--- src/rtl/coreaxitoahbl_pkg.sv ---
// Shared types and constants for the AXI-to-AHB-Lite write-buffer fill path.
package coreaxitoahbl_pkg;

    localparam int AXI_LEN_W    = 8;
    localparam int DRAIN_CYCLES = 2;

    // Drain timer is a down-counter loaded with DRAIN_CYCLES-1; READY at terminal count zero.
    localparam logic [1:0] DRAIN_LOAD = 2'(DRAIN_CYCLES - 1);

    typedef enum logic [1:0] {
        IDLE  = 2'd0,
        LOAD  = 2'd1,
        DRAIN = 2'd2,
        READY = 2'd3
    } wbuf_state_e;

endpackage

--- src/rtl/coreaxitoahbl_wbuf_beat_cnt.sv ---
// Beat counter for one write burst: clear/increment, with last-beat and
// buffer-overflow compares against the latched burst length and RAM depth.
module coreaxitoahbl_wbuf_beat_cnt
    import coreaxitoahbl_pkg::*;
#(
    parameter int AXI_LWIDTH = 4
) (
    input  logic                  clk_i,
    input  logic                  rst_i,
    input  logic                  clr_i,
    input  logic                  inc_i,
    input  logic [AXI_LEN_W-1:0]  len_i,
    output logic [AXI_LWIDTH-1:0] addr_o,
    output logic                  last_o,
    output logic                  ovf_o
);

    // One extra bit so a depth of 256 (AXI_LWIDTH=8) is representable.
    localparam logic [AXI_LEN_W:0] DEPTH_CMP = (AXI_LEN_W + 1)'(2 ** AXI_LWIDTH);

    logic [AXI_LEN_W-1:0] cnt_q;
    logic [AXI_LEN_W-1:0] cnt_d;

    always_comb begin
        cnt_d = cnt_q;
        if (clr_i) begin
            cnt_d = '0;
        end else if (inc_i) begin
            cnt_d = cnt_q + 1'b1;
        end
    end

    always_ff @(posedge clk_i) begin
        if (rst_i) begin
            cnt_q <= '0;
        end else begin
            cnt_q <= cnt_d;
        end
    end

    assign addr_o = cnt_q[AXI_LWIDTH-1:0];
    assign last_o = (cnt_q == len_i);
    assign ovf_o  = ({1'b0, cnt_q} >= DEPTH_CMP);

endmodule

--- src/rtl/coreaxitoahbl_wbuf_fill_ctrl.sv ---
// Write-side fill controller for the AXI-to-AHB-Lite write-data buffer.
// Optional build macro COREAXITOAHBL_WLAST_CHK_EN adds the sticky wlastErr output.
//
// state | meaning
// IDLE  | waiting for burstStart; WREADY low
// LOAD  | accepting W beats, writing buffer until count reaches latched length
// DRAIN | waiting out the buffer write register and RAM write
// READY | burst resident; bufReady high until bufRelease
module coreaxitoahbl_wbuf_fill_ctrl
    import coreaxitoahbl_pkg::*;
#(
    parameter int AXI_DWIDTH = 64,
    parameter int AXI_LWIDTH = 4
) (
    input  logic                  CLK,
    input  logic                  RESET,
    input  logic                  burstStart,
    input  logic [AXI_LEN_W-1:0]  burstLen,
    input  logic                  WVALID,
    input  logic [AXI_DWIDTH-1:0] WDATA,
    input  logic                  WLAST,
    output logic                  WREADY,
    output logic                  wrEn,
    output logic [AXI_LWIDTH-1:0] wrAddr,
    output logic [AXI_DWIDTH-1:0] wrData,
    output logic                  bufReady,
    output logic [AXI_LEN_W-1:0]  bufBeats,
    output logic                  ovfErr,
    input  logic                  bufRelease
`ifdef COREAXITOAHBL_WLAST_CHK_EN
    ,
    output logic                  wlastErr
`endif
);

    wbuf_state_e           state_q, state_d;
    logic [AXI_LEN_W-1:0]  len_q, len_d;
    logic [1:0]            drain_q, drain_d;
    logic                  wr_en_q, wr_en_d;
    logic [AXI_LWIDTH-1:0] wr_addr_q, wr_addr_d;
    logic [AXI_DWIDTH-1:0] wr_data_q, wr_data_d;
    logic                  ovf_q, ovf_d;

    logic                  beat;
    logic                  cnt_clr;
    logic [AXI_LWIDTH-1:0] cnt_addr;
    logic                  cnt_last;
    logic                  cnt_ovf;

    assign beat    = WVALID && (state_q == LOAD);
    assign cnt_clr = (state_q == IDLE) && burstStart;

    coreaxitoahbl_wbuf_beat_cnt #(
        .AXI_LWIDTH (AXI_LWIDTH)
    ) u_beat_cnt (
        .clk_i  (CLK),
        .rst_i  (RESET),
        .clr_i  (cnt_clr),
        .inc_i  (beat),
        .len_i  (len_q),
        .addr_o (cnt_addr),
        .last_o (cnt_last),
        .ovf_o  (cnt_ovf)
    );

`ifdef COREAXITOAHBL_WLAST_CHK_EN
    logic wlast_err_q, wlast_err_d;
`else
    logic unused_wlast;
    assign unused_wlast = WLAST;
`endif

    always_comb begin
        state_d   = state_q;
        len_d     = len_q;
        drain_d   = drain_q;
        wr_en_d   = 1'b0;
        wr_addr_d = wr_addr_q;
        wr_data_d = wr_data_q;
        ovf_d     = ovf_q;
`ifdef COREAXITOAHBL_WLAST_CHK_EN
        wlast_err_d = wlast_err_q;
`endif
        case (state_q)
            IDLE: begin
                if (burstStart) begin
                    len_d   = burstLen;
                    state_d = LOAD;
                end
            end
            LOAD: begin
                if (beat) begin
                    // Beats past the RAM depth are still accepted so AXI never stalls.
                    if (cnt_ovf) begin
                        ovf_d = 1'b1;
                    end else begin
                        wr_en_d   = 1'b1;
                        wr_addr_d = cnt_addr;
                        wr_data_d = WDATA;
                    end
`ifdef COREAXITOAHBL_WLAST_CHK_EN
                    if (WLAST != cnt_last) begin
                        wlast_err_d = 1'b1;
                    end
`endif
                    if (cnt_last) begin
                        drain_d = DRAIN_LOAD;
                        state_d = DRAIN;
                    end
                end
            end
            DRAIN: begin
                if (drain_q == 2'd0) begin
                    state_d = READY;
                end else begin
                    drain_d = drain_q - 2'd1;
                end
            end
            READY: begin
                if (bufRelease) begin
                    ovf_d   = 1'b0;
`ifdef COREAXITOAHBL_WLAST_CHK_EN
                    wlast_err_d = 1'b0;
`endif
                    state_d = IDLE;
                end
            end
            default: state_d = IDLE;
        endcase
    end

    always_ff @(posedge CLK) begin
        if (RESET) begin
            state_q   <= IDLE;
            len_q     <= '0;
            drain_q   <= '0;
            wr_en_q   <= 1'b0;
            wr_addr_q <= '0;
            wr_data_q <= '0;
            ovf_q     <= 1'b0;
        end else begin
            state_q   <= state_d;
            len_q     <= len_d;
            drain_q   <= drain_d;
            wr_en_q   <= wr_en_d;
            wr_addr_q <= wr_addr_d;
            wr_data_q <= wr_data_d;
            ovf_q     <= ovf_d;
        end
    end

`ifdef COREAXITOAHBL_WLAST_CHK_EN
    always_ff @(posedge CLK) begin
        if (RESET) begin
            wlast_err_q <= 1'b0;
        end else begin
            wlast_err_q <= wlast_err_d;
        end
    end

    assign wlastErr = wlast_err_q;
`endif

    assign WREADY   = (state_q == LOAD);
    assign wrEn     = wr_en_q;
    assign wrAddr   = wr_addr_q;
    assign wrData   = wr_data_q;
    assign bufReady = (state_q == READY);
    assign bufBeats = (state_q == READY) ? len_q : '0;
    assign ovfErr   = ovf_q;

endmodule
--- config.mk ---
export PLATFORM = sky130hd
export DESIGN_NAME = coreaxitoahbl_wbuf_fill_ctrl
export DESIGN_NICKNAME = d
export VERILOG_FILES = /design/src/rtl/coreaxitoahbl_pkg.sv /design/src/rtl/coreaxitoahbl_wbuf_beat_cnt.sv /design/src/rtl/coreaxitoahbl_wbuf_fill_ctrl.sv
export SDC_FILE = /design/constraint.sdc
export NUM_CORES = 1
export LEC_CHECK = 0
export ABC_AREA = 0
export BUFFER_PORTS_ARGS = -buffer_cell sky130_fd_sc_hd__buf_4
export CORE_ASPECT_RATIO = 1.75
export CORE_MARGIN = 4
export CORE_UTILIZATION = 35
export DETAILED_ROUTE_END_ITERATION = 10
export GPL_ROUTABILITY_DRIVEN = 0
export PLACE_DENSITY = 0.65
export SLEW_MARGIN = 40
export SYNTH_ARGS = -nofsm -noshare
export SYNTH_HDL_FRONTEND = slang
export SYNTH_HIERARCHICAL = 1
export SYNTH_SLANG_ARGS = --single-unit
--- constraint.sdc ---
create_clock -name CLK -period 5.15 [get_ports CLK]
set_clock_uncertainty 0.1 [all_clocks]
set_input_delay 0.515 -clock CLK [delete_from_list [all_inputs] [get_ports CLK]]
set_output_delay 0.515 -clock CLK [all_outputs]
set_load 0.03 [all_outputs]
==> results.sh <==
export IMPL_status="complete, no violations"
export IMPL_slowest_delay_ps=600
export IMPL_r2r_start="u_beat_cnt/cnt_q[4]"
export IMPL_cts_setup_buffers=0
export IMPL_rrSetupSlack_ps=2880
export IMPL_routed_wl_microns=9830
export IMPL_synth_warnings=6
export IMPL_ys_ff_latch=90
export IMPL_hold_depth=3
export IMPL_clkTransAtPathRegs_ps=70
export IMPL_slew_viol_final=0
export IMPL_overflow=0
export IMPL_io_pins=158
export IMPL_drtAntennaViolNets=0
export IMPL_min_to="wrData[1]"
export IMPL_grt_max_degree=85
export IMPL_ys_seq_area_frac=0.510
export IMPL_portBuffers=156
export IMPL_antenna_found_initial=0
export IMPL_r2r_end="wrData[6]"
export IMPL_core_area_sq_um=9850
export IMPL_period_needed_ps=2270
export IMPL_powerDensity_nw_per_um2=430
export IMPL_cp_required_ps=5300
export IMPL_root_buffer="clkbuf_16"
export IMPL_drive_gt1_frac=0.309
export IMPL_layout_common_cells="buf_4 (157), nand2_1 (147), dfxtp_1 (90), a21oi_1 (82)"
export IMPL_cts_path_max_buffers=2
export IMPL_syn_area_sq_um=3530
export IMPL_drv_cap=0
export IMPL_max_vdd_ir_drop_mv=0.301
export IMPL_final_util=0.511
export IMPL_numCtsBuffers=9
export IMPL_hp_class="primary input to register"
export IMPL_tritoncts="built"
export IMPL_route_detailed_drc=0
export IMPL_die_h_microns=141
export IMPL_cts_hold_buf=0
export IMPL_final_common_cell="buf_4"
export IMPL_die_w_microns=83.9
export IMPL_min_period_over_period=0.442
export IMPL_power_mw=2.16
export IMPL_vias=3412
export IMPL_layout_cells_non_filler=708
export IMPL_finalSetupTns_ps=0
export IMPL_fin_area_sq_um=5030
export IMPL_crit_type="register to register"
export IMPL_ff2ff_path_depth=5
export IMPL_hold_start="WDATA[1]"
export IMPL_ctsHtreeMaxLevel=3
export IMPL_cp_data_arrival_time_ps=2430
export IMPL_hold_viol=0
export IMPL_synth_cell_type_count=33
export IMPL_path_cells="or4_1 -> and3b_2 -> buf_4 -> nand2_1 -> a21oi_1"
export IMPL_place_area_sq_um=4720
export IMPL_grt_pass1_wl_microns=15500
export IMPL_routedWlPerCell_microns=13.9
export IMPL_slew_headroom=0.523
export IMPL_insertion_delay_ps=330
export IMPL_synthesis_nets=527
export IMPL_tightest_slew_ps=715
export IMPL_pre_cts_ws_ps=2890
export IMPL_hold_worst_slack_ps=324
export IMPL_grt_pass1_vias=3112
export IMPL_syn_to_final_growth_pct=42.5
export IMPL_cts_sinks=90
export IMPL_crit_slowest_cell="or4_1"
export IMPL_crit_path_start_kind="register"
export IMPL_row_count=48
export IMPL_startpoint="u_beat_cnt/cnt_q[4]"
export IMPL_post_cts_resized=0
export IMPL_netlist_instances=442
export IMPL_nNetsFinal=663
export IMPL_grtUsageTotal=0.162
export IMPL_syn_area_per_cell_sq_um=7.99
export IMPL_rsz0062_at_grt="no"
export IMPL_die_area_sq_um=11800
export IMPL_vias_per_cell=4.82
export IMPL_leakage_nw=2.11
export IMPL_dp_cells=692
export IMPL_max_freq_mhz=440
export IMPL_setup_violations_final=0
export IMPL_initial_core_util=0.358
export IMPL_cp_max_fo=68
export IMPL_dr_pass1_iters=4
export IMPL_setup_slack_ps=2880
export IMPL_drt_iter0_markers=108
export IMPL_dp_hpwl_microns=7180
export IMPL_antenna_cells=0
export IMPL_endpoint_kind="register"
-- synthesized netlist by cell type, drive strengths merged --
cell,number,share of area
xnor2,9,0.022
or3,3,0.0053
a21boi,2,0.0043
or2,2,0.0035
nand3b,1,0.0021
buf,11,0.018
or4,3,0.0074
o21ai,5,0.0071
nand2,147,0.16
nor2,8,0.0085
inv,8,0.0085
clkbuf,22,0.024
o31ai,1,0.0021
a31oi,1,0.0018
xor2,3,0.0074
nand2b,3,0.0053
and2,10,0.018
mux2i,2,0.0057
nand3,10,0.014
ha,7,0.025
nor2b,3,0.0053
a21oi,82,0.12
and3b,1,0.0025
nor4,1,0.0018
a211oi,1,0.0035
or4b,1,0.0028
dfxtp,90,0.51
nand4,5,0.011
-- worst max-delay path, delay by kind of cell, from the launching register on --
kind                   cells  cell delay (ps)
buffers and inverters      1              550
AOI/OAI and AO/OA          1              160
and+or+nand+nor            3              970
DFF                        1              370
-- report_power, final --
group,internal [mW],switching [mW]
clock network,0.382,0.274
registers,0.786,0.0535
logic,0.251,0.417
-- cells by family after synthesis --
logic type      count (synthesis)  share of synthesized area
simple gates                  198                      0.244
compound gates                 92                      0.135
flops                          90                      0.510
buf+inv                        41                     0.0507
xor+xnor                       12                     0.0298
fa+ha+maj                       7                     0.0248
mux                             2                    0.00567
-- cell type report --
type                       instances  area [sq um]
tap                              125           156
fill                             996          4820
inverter                           8          30.0
clock buffer                      10           229
multi-input combinational        311          1550
timing repair buffer             158          1190
clock inverter                     6          72.6
sequential                        90          1800
-- state kept, by name, summed over array words and instances (netlist names) --
name / flops
wrAddr: 4
drain_q: 2
ovfErr: 1
state_q: 2
wrData: 64
wrEn: 1
len_q: 8
u_beat_cnt/cnt_q: 8
-- worst max-delay path by stage --
stage / to
after detailed placement: wrData[33]
after CTS: wrData[33]
final: wrData[6]
after floorplan: wrData[25]
after global placement: wrData[18]
after global routing: wrData[59]
-- metal layers --
layer  GRT usage  share of wire
met1       0.175           0.38
met2       0.297           0.55
met3      0.0269          0.043
met4      0.0831          0.024
met5           0              0
(Power assumes the default switching activity.)
